==> src/rtl/matmul_sequencer.sv <==
// matmul_sequencer: main controller for the matrix-multiplication datapath.
// Walks an M x N result matrix; each element is a LOAD cycle, K MAC steps
// and a STORE handshake. Supports stall (operand_ready / result_ack), abort
// and restart directly from DONE.
//
// Ports:
//   clock, reset_n            rising-edge clock, async active-low reset
//   start                     begin a new multiply (accepted in IDLE/DONE)
//   abort                     return to IDLE from any state, indices cleared
//   operand_ready             operands for (row,col,k) available
//   result_ack                result writer accepted the current element
//   status                    encoded state (IDLE=000 LOAD=001 MAC=010 STORE=011 DONE=111)
//   g_load, g_mac, g_store    one-hot phase gates
//   row, col, k               current indices
//   done                      matrix complete
//   stall_cycles, busy_cycles 32-bit saturating counters (MATMUL_SEQ_PERF_EN only)
//
// Optional feature macro: MATMUL_SEQ_PERF_EN adds the performance counters.
module matmul_sequencer #(
  parameter int unsigned M  = 4,
  parameter int unsigned N  = 4,
  parameter int unsigned K  = 4,
  parameter int unsigned RW = $clog2(M > 1 ? M : 2),
  parameter int unsigned CW = $clog2(N > 1 ? N : 2),
  parameter int unsigned KW = $clog2(K > 1 ? K : 2)
) (
  input  logic          clock,
  input  logic          reset_n,
  input  logic          start,
  input  logic          abort,
  input  logic          operand_ready,
  input  logic          result_ack,
  output logic [2:0]    status,
  output logic          g_load,
  output logic          g_mac,
  output logic          g_store,
  output logic [RW-1:0] row,
  output logic [CW-1:0] col,
  output logic [KW-1:0] k,
  output logic          done
`ifdef MATMUL_SEQ_PERF_EN
  ,
  output logic [31:0]   stall_cycles,
  output logic [31:0]   busy_cycles
`endif
);

  localparam logic [2:0] ST_IDLE  = 3'b000;
  localparam logic [2:0] ST_LOAD  = 3'b001;
  localparam logic [2:0] ST_MAC   = 3'b010;
  localparam logic [2:0] ST_STORE = 3'b011;
  localparam logic [2:0] ST_DONE  = 3'b111;

  localparam logic [RW-1:0] RowMax = RW'(M - 1);
  localparam logic [CW-1:0] ColMax = CW'(N - 1);
  localparam logic [KW-1:0] KMax   = KW'(K - 1);

  logic [2:0]    r_state, w_state_d;
  logic [RW-1:0] r_row, w_row_d;
  logic [CW-1:0] r_col, w_col_d;
  logic [KW-1:0] r_k, w_k_d;
  logic          w_start_ok;

  assign w_start_ok = start && ((r_state == ST_IDLE) || (r_state == ST_DONE));

  always_comb begin
    w_state_d = r_state;
    w_row_d   = r_row;
    w_col_d   = r_col;
    w_k_d     = r_k;
    if (abort) begin
      w_state_d = ST_IDLE;
      w_row_d   = '0;
      w_col_d   = '0;
      w_k_d     = '0;
    end else begin
      case (r_state)
        ST_IDLE, ST_DONE: begin
          if (start) begin
            w_state_d = ST_LOAD;
            w_row_d   = '0;
            w_col_d   = '0;
            w_k_d     = '0;
          end
        end
        ST_LOAD: begin
          if (operand_ready) begin
            w_state_d = ST_MAC;
            w_k_d     = '0;
          end
        end
        ST_MAC: begin
          // Without operand_ready the step is stalled; k and state hold.
          if (operand_ready) begin
            if (r_k == KMax) begin
              w_state_d = ST_STORE;
            end else begin
              w_k_d = r_k + KW'(1);
            end
          end
        end
        ST_STORE: begin
          if (result_ack) begin
            if (r_col != ColMax) begin
              w_col_d   = r_col + CW'(1);
              w_k_d     = '0;
              w_state_d = ST_LOAD;
            end else if (r_row != RowMax) begin
              w_col_d   = '0;
              w_row_d   = r_row + RW'(1);
              w_k_d     = '0;
              w_state_d = ST_LOAD;
            end else begin
              // Last element: indices keep their final values in DONE.
              w_state_d = ST_DONE;
            end
          end
        end
        default: begin
          w_state_d = ST_IDLE;
          w_row_d   = '0;
          w_col_d   = '0;
          w_k_d     = '0;
        end
      endcase
    end
  end

  always_ff @(posedge clock or negedge reset_n) begin
    if (!reset_n) begin
      r_state <= ST_IDLE;
      r_row   <= '0;
      r_col   <= '0;
      r_k     <= '0;
    end else begin
      r_state <= w_state_d;
      r_row   <= w_row_d;
      r_col   <= w_col_d;
      r_k     <= w_k_d;
    end
  end

  // Outputs decode only registered state.
  assign status  = r_state;
  assign g_load  = (r_state == ST_LOAD);
  assign g_mac   = (r_state == ST_MAC);
  assign g_store = (r_state == ST_STORE);
  assign done    = (r_state == ST_DONE);
  assign row     = r_row;
  assign col     = r_col;
  assign k       = r_k;

`ifdef MATMUL_SEQ_PERF_EN
  logic [31:0] r_stall_cycles;
  logic [31:0] r_busy_cycles;
  logic        w_busy;
  logic        w_stall;

  assign w_busy  = g_load || g_mac || g_store;
  assign w_stall = ((g_load || g_mac) && !operand_ready) || (g_store && !result_ack);

  always_ff @(posedge clock or negedge reset_n) begin
    if (!reset_n) begin
      r_stall_cycles <= '0;
      r_busy_cycles  <= '0;
    end else if (abort || w_start_ok) begin
      r_stall_cycles <= '0;
      r_busy_cycles  <= '0;
    end else begin
      if (w_busy && (r_busy_cycles != '1)) begin
        r_busy_cycles <= r_busy_cycles + 32'd1;
      end
      if (w_stall && (r_stall_cycles != '1)) begin
        r_stall_cycles <= r_stall_cycles + 32'd1;
      end
    end
  end

  assign stall_cycles = r_stall_cycles;
  assign busy_cycles  = r_busy_cycles;
`else
  logic w_unused;
  assign w_unused = w_start_ok;
`endif

endmodule

==> config.mk <==
export PLATFORM = sky130hd
export DESIGN_NAME = matmul_sequencer
export DESIGN_NICKNAME = d
export VERILOG_FILES = /design/src/rtl/matmul_sequencer.sv
export SDC_FILE = /design/constraint.sdc
export NUM_CORES = 1
export LEC_CHECK = 0
export CAP_MARGIN = 20
export CELL_PAD_IN_SITES_DETAIL_PLACEMENT = 0
export CELL_PAD_IN_SITES_GLOBAL_PLACEMENT = 1
export CORE_MARGIN = 2
export CORE_UTILIZATION = 35
export CTS_CLUSTER_SIZE = 14
export DETAILED_ROUTE_END_ITERATION = 6
export HOLD_SLACK_MARGIN = 0.15
export MAX_ROUTING_LAYER = met4
export PLACE_DENSITY_LB_ADDON = 0.1
export SKIP_CTS_REPAIR_TIMING = 1
export SLEW_MARGIN = 10
export SYNTH_ARGS = -nofsm -noshare
export SYNTH_HDL_FRONTEND = slang
export SYNTH_SLANG_ARGS = --single-unit
==> constraint.sdc <==
create_clock -name clock -period 1.7 [get_ports clock]
set_input_delay 0.34 -clock clock [delete_from_list [all_inputs] [get_ports clock]]
set_output_delay 0.34 -clock clock [all_outputs]
set_load 0.01 [all_outputs]
==> impl_metrics.csv, run 1 <==
group,metric,value,unit
status,outcome,"finished, final reports clean",
layout,fin_cells,139,
floorplanning,io_pins,19,
detailed_routing,drt_pre_antenna_iters,4,
sta,fmax,613,MHz
power,power.share.combinational,43.1,%
setup_path,r2r_setup_slack,70,ps
layout,final_area,1130,um2
clock_network,clkTransAtPathRegs,60,ps
layout,fin_util,59.3,%
sta,slew_headroom,72.7,%
clock_network,cts_root_buffer,"clkbuf_4",
detailed_routing,totalWireLength,1790,um
layout,layout.nets,122,
floorplanning,die_x,48.4,um
detailed_routing,drt_iter0_drc,13,
power,swShare,32.0,%
sta,slew_viol_final,0,
global_route,grt_pass1_vias,614,
global_route,antenna_found_initial,0,
floorplanning,die_y,48.4,um
power,leakage,0.622,nW
setup_path,crit_path_end_kind,"flip-flop",
detailed_routing,ant_nets,0,
power,p_switching,244,uW
layout,final.fill_count,176,
clock_network,clk_latency,270,ps
setup_path,regToRegStartpoint,"status[2]$_DFFE_PN0P_",
sta,finalHoldViolations,0,
power,power_frac_clock,22.1,%
global_route,gr-usage-all-layers,15.8,%
logic_synthesis,synth.ff_latch_count,9,
detailed_routing,vias,692,
logic_synthesis,avgSynthCellArea,9.87,um2
logic_synthesis,syn_area,691,um2
setup_path,critPathArrivalTime,1790,ps
setup_path,worstPathMaxFanout,7,
clock_network,numCtsBuffers,3,
layout,syn_to_final_growth,63.2,%
global_route,grt_max_degree,11,
placement,placed_area,1020,um2
setup_path,r2r_end,"row[0]$_DFFE_PN0P_",
clock_network,cts_buffer_depth,2,
sta,tightest_slew,408,ps
placement,portBuffers,18,
placement,dp_cells,130,
placement,dp_hpwl,1330,um
clock_network,htree_num_levels,1,
floorplanning,start_util,36.3,%
power,power_density,675,nW/um2
sta,fin_tns_setup,0,ps
global_route,grt_pass1_wl,2790,um
global_route,overflow,0,
power,seqPwrFrac,34.8,%
detailed_routing,viasPerCell,4.98,
sta,holdWs,367,ps
detailed_routing,post-route-drc-count,0,
sta,final.setup_skew,6.69,ps
clock_network,cts_tree,"built",
floorplanning,dieArea,2340,um2
setup_path,reg2reg_depth,6,
logic_synthesis,seq_area_frac_synth,32.6,%
placement,place_ws,-140,ps
logic_synthesis,yosysUniqueCellTypes,32,
layout,num_antenna_cells,0,
layout,drive_above_1_share,41.1,%
setup_path,crit_path_start_kind,"flip-flop",
power,internal_power,517,uW
floorplanning,core,1900,um2
sta,setup_viol,0,
floorplanning,std_cell_rows,16,
setup_path,worstPathRequired,1850,ps
power,ir_drop,0.505,mV
hold_path,hold_path.class,"input port to asynchronous set/reset pin",
detailed_routing,wire_per_inst,12.9,um
power,total_power,761,uW
sta,fin_ws,67.9,ps
sta,min_period,1630,ps
setup_path,critical_path_class,"flip-flop to flip-flop",
logic_synthesis,syn_nets,79,
placement,routabilityCongestion,0.768,
logic_synthesis,yosysWarningCount,0,
sta,post-route-period-util,96.0,%
clock_network,clock-sinks,9,
job,max_cap_violations,0,
logic_synthesis,syn_inst,70,
[flip-flops by register name, indices dropped and copies added, names as in the netlist]
signal,count
status,3
col,2
k,2
row,2
[layer usage]
layer  global-route usage (%)  vias to the layer above  share of wire [%]
li1                         -                      346                  -
met1                     21.2                      331                 48
met2                     22.7                       11                 47
met3                     5.25                        4                3.5
met4                     4.76                        0               0.95
met5                        -                        -                  0
[layout make-up]
type / count / area, um2 / share of cell area [%]
multi-input combinational: 54 / 435 / 38.6
timing repair buffer: 43 / 395 / 35.1
sequential: 9 / 229 / 20.3
tap: 27 / 33.8 / 3.00
clock buffer: 4 / 26.3 / 2.33
inverter: 2 / 7.51 / 0.666
[critical path: stages (launching register included)]
cell and delay (ps):
dfrtp_2 470, buf_4 160, buf_4 120, mux2i_1 100, a31oi_1 240, o22ai_2 120
mux2_4 300
[power by group through the flow]
stage | clock (mW) | sequential [mW] | combinational (mW)
floorplan | 0 | 0.269 | 0.160
global placement | 0 | 0.271 | 0.301
detailed placement | 0 | 0.272 | 0.303
CTS | 0.177 | 0.269 | 0.305
global route | 0.183 | 0.268 | 0.355
finish | 0.168 | 0.265 | 0.328
[worst max path at each step]
stage,from,end,slack [ps],depth (start not counted)
floorplan,status[2]$_DFFE_PN0P_,row[0]$_DFFE_PN0P_,190,5
global placement,abort,k[1]$_DFFE_PN0P_,-140,5
detailed placement,abort,k[1]$_DFFE_PN0P_,-140,5
CTS,status[1]$_DFFE_PN0P_,done,-260,2
global route,status[1]$_DFFE_PN0P_,row[0]$_DFFE_PN0P_,-0.3,7
finish,status[2]$_DFFE_PN0P_,row[0]$_DFFE_PN0P_,70,6
[kinds of logic after synthesis]
kind of cell	synth area share, %
buffers and inverters	7.61
DFF	32.6
adders and majority gates	5.44
AOI/OAI and AO/OA	16.1
and+or+nand+nor	26.6
muxes	11.6
[cells in the mapped netlist]
cell type	instances	area, um2
a21oi_1	3	15.0
a22o_1	1	8.76
a22oi_2	1	12.5
a31oi_1	2	12.5
a32oi_1	2	17.5
and2_1	1	6.26
and3_1	1	6.26
and4bb_2	1	12.5
buf_4	3	22.5
buf_6	2	22.5
dfrtp_1	9	225
ha_1	3	37.5
inv_1	2	7.51
mux2_4	2	30.0
mux2i_1	5	50.1
nand2_1	3	11.3
nand2_2	1	6.26
nand2b_1	1	6.26
nand3_1	3	15.0
nor2_1	6	22.5
nor2_2	1	6.26
nor2b_1	1	6.26
nor3_1	2	10.0
nor3b_1	3	22.5
nor3b_2	2	25.0
nor4_1	1	6.26
nor4b_2	1	15.0
o211ai_2	1	12.5
o21ai_0	3	15.0
o21ai_1	1	5.00
o22ai_2	1	12.5
or3_1	1	6.26
[cells in the final DEF, fill, tap and decap left out, types with 2 or more instances in the layout]
cell | Yosys | routed
nand2_1 | 3 | 3
clkdlybuf4s50_1 | 0 | 11
buf_4 | 3 | 23
nand3_1 | 3 | 3
dfrtp_2 | 0 | 3
nor3_1 | 2 | 2
dfrtp_1 | 9 | 6
clkbuf_4 | 0 | 3
inv_1 | 2 | 2
mux2i_1 | 5 | 5
mux2_4 | 2 | 2
nor3b_1 | 3 | 2
a21oi_1 | 3 | 2
nor2_1 | 6 | 6
dlymetal6s2s_1 | 0 | 7
a31oi_1 | 2 | 2
nor3b_2 | 2 | 3
ha_1 | 3 | 3
o21ai_0 | 3 | 3
No activity file was read; power rests on OpenSTA's default activity.
==> run 2, diff against run 1 <==
--- a/config.mk
+++ b/config.mk
@@ -20,3 +20,4 @@
 export SYNTH_ARGS = -nofsm -noshare
 export SYNTH_HDL_FRONTEND = slang
 export SYNTH_SLANG_ARGS = --single-unit
+export TNS_END_PERCENT = 5
==> run 2 against run 1 <==
Count of clock-buffer cells in the layout unchanged. Die area stayed put. Clock skew down 0.74 ps. Critical path type unchanged. Clock power about the same. Flip-flop and latch count did not move. Maximum frequency decreased by 0.75%. Highest routed layer unchanged. Sequential share of layout area grew 0.37 points.
==> impl_metrics.csv, run 2 (synthesis gave the netlist of run 1 again) <==
group,metric,value,unit
setup_path,crit_chain,"buf_6 > buf_4 > nor4_2 > a31oi_1 > o22ai_2 > mux2_4",
hold_path,hold_path.class,"input port to asynchronous set/reset pin",
power,leakage,0.598,nW
placement,dp_hpwl,1330,um
layout,num_antenna_cells,0,
floorplanning,dieArea,2340,um2
sta,fmax,608,MHz
setup_path,cpLargestDelayFamily,"flip-flops",
status,outcome,"finished, final reports clean",
setup_path,slowest_stage,"dfrtp_2",
power,total_power,751,uW
clock_network,clkTransAtPathRegs,60,ps
clock_network,cts_root_buffer,"clkbuf_4",
setup_path,crit_start,"status[1]$_DFFE_PN0P_",
detailed_routing,ant_nets,0,
layout,drive_above_1_share,38.2,%
detailed_routing,vias,688,
placement,portBuffers,18,
sta,final.setup_skew,5.95,ps
power,internal_power,511,uW
global_route,grt_max_degree,11,
setup_path,cp.depth,6,
clock_network,clock-sinks,9,
detailed_routing,drt_iter0_drc,11,
layout,largest_reg_flops,3,
detailed_routing,post-route-drc-count,0,
floorplanning,die_y,48.4,um
clock_network,numCtsBuffers,3,
layout,layout.nets,120,
sta,tightest_slew,407,ps
power,ir_drop,0.502,mV
setup_path,crit_path_end_kind,"flip-flop",
setup_path,worstPathMaxFanout,9,
power,swShare,31.9,%
global_route,overflow,0,
sta,rsz0062_at_grt,"yes",
setup_path,slowest_delay,480,ps
sta,setup_viol,0,
setup_path,r2r_setup_slack,60,ps
floorplanning,start_util,36.3,%
clock_network,clk_latency,260,ps
setup_path,r2r_end,"row[0]$_DFFE_PN0P_",
sta,fin_tns_setup,0,ps
global_route,grt_pass1_wl,2790,um
floorplanning,io_pins,19,
layout,layout_commonest_cell,"buf_4",
setup_path,worstPathRequired,1850,ps
sta,post-route-period-util,96.7,%
sta,slew_headroom,72.8,%
setup_path,regToRegStartpoint,"status[1]$_DFFE_PN0P_",
job,max_cap_violations,0,
detailed_routing,viasPerCell,5.02,
clock_network,cts_buffer_depth,2,
power,power_frac_clock,22.3,%
sta,min_period,1640,ps
setup_path,crit_path_start_kind,"flip-flop",
power,seqPwrFrac,35.9,%
floorplanning,std_cell_rows,16,
power,power_density,678,nW/um2
layout,final.fill_count,177,
floorplanning,die_x,48.4,um
power,power.share.combinational,41.9,%
sta,finalHoldViolations,0,
detailed_routing,totalWireLength,1730,um
global_route,antenna_found_initial,0,
sta,slew_viol_final,0,
global_route,gr-usage-all-layers,15.8,%
floorplanning,core,1900,um2
setup_path,critical_path_class,"flip-flop to flip-flop",
clock_network,htree_num_levels,1,
detailed_routing,wire_per_inst,12.6,um
setup_path,reg2reg_depth,6,
detailed_routing,drt_pre_antenna_iters,4,
layout,final_cell_mix,"buf_4, clkdlybuf4s50_1, dlymetal6s2s_1",
setup_path,cp_num_buf_inv,2,
global_route,grt_pass1_vias,614,
layout,syn_to_final_growth,60.3,%
setup_path,worstSetupEndpoint,"row[0]$_DFFE_PN0P_",
placement,routabilityCongestion,0.768,
clock_network,cts_tree,"built",
setup_path,critPathArrivalTime,1800,ps
power,p_switching,240,uW
[run 2: changes by cell type in the layout (fill, tap and decap cells not counted), sizes merged]
cell / before / now
buf: 25 / 23
[run 2: power by group through the flow]
stage	sequential [mW]	combinational, mW	clock (mW)
after global placement	0.271	0.301	0
after detailed placement	0.272	0.303	0
after CTS	0.269	0.305	0.177
final	0.269	0.314	0.167
after floorplan	0.269	0.160	0
after global routing	0.273	0.339	0.183
[run 2: worst min-delay path by stage]
| stage | from | end | slack (ps) |
|---|---|---|---|
| floorplan | reset_n | col[0]$_DFFE_PN0P_ | 40 |
| global placement | k[0]$_DFFE_PN0P_ | k[0]$_DFFE_PN0P_ | 510 |
| detailed placement | k[0]$_DFFE_PN0P_ | k[0]$_DFFE_PN0P_ | 520 |
| CTS | reset_n | status[0]$_DFFE_PN0P_ | 390 |
| global route | reset_n | status[0]$_DFFE_PN0P_ | 420 |
| finish | reset_n | status[0]$_DFFE_PN0P_ | 370 |
[run 2: area by class of cell]
cell class	instances	area, um2	area share (%)
inverter	2	7.51	0.678
tap	27	33.8	3.05
sequential	9	229	20.7
multi-input combinational	54	424	38.3
timing repair buffer	41	387	34.9
clock buffer	4	26.3	2.37
[run 2: worst register-to-register path, delay by kind of cell, from the launching register on]
kind | cells | cell delay [ps]
flops | 1 | 480
mux | 1 | 320
simple gates | 1 | 200
buf+inv | 2 | 290
compound gates | 2 | 260
[run 2: through the flow]
step | util, % | setup WS (ps) | hold slack, ps | area [um2] | instances
2_1_floorplan | - | 192 | 44.4 | 691 | 70
3_3_place_gp | 53.8 | -144 | 511 | 1020 | 130
3_5_place_dp | 53.8 | -140 | 516 | 1020 | 130
4_1_cts | 55.1 | -256 | 393 | 1050 | 134
5_1_grt | 58.2 | -5.87 | 421 | 1110 | 137
6_report | 58.2 | 55.6 | 368 | 1110 | 137
[run 2: routing by layer]
metal / GRT usage (%) / wire length [um] / vias to the layer above
met5: - / 0 / -
met4: 4.76 / 17 / 0
met3: 5.25 / 68 / 4
met2: 22.7 / 805 / 13
met1: 21.2 / 840 / 332
li1: - / - / 339
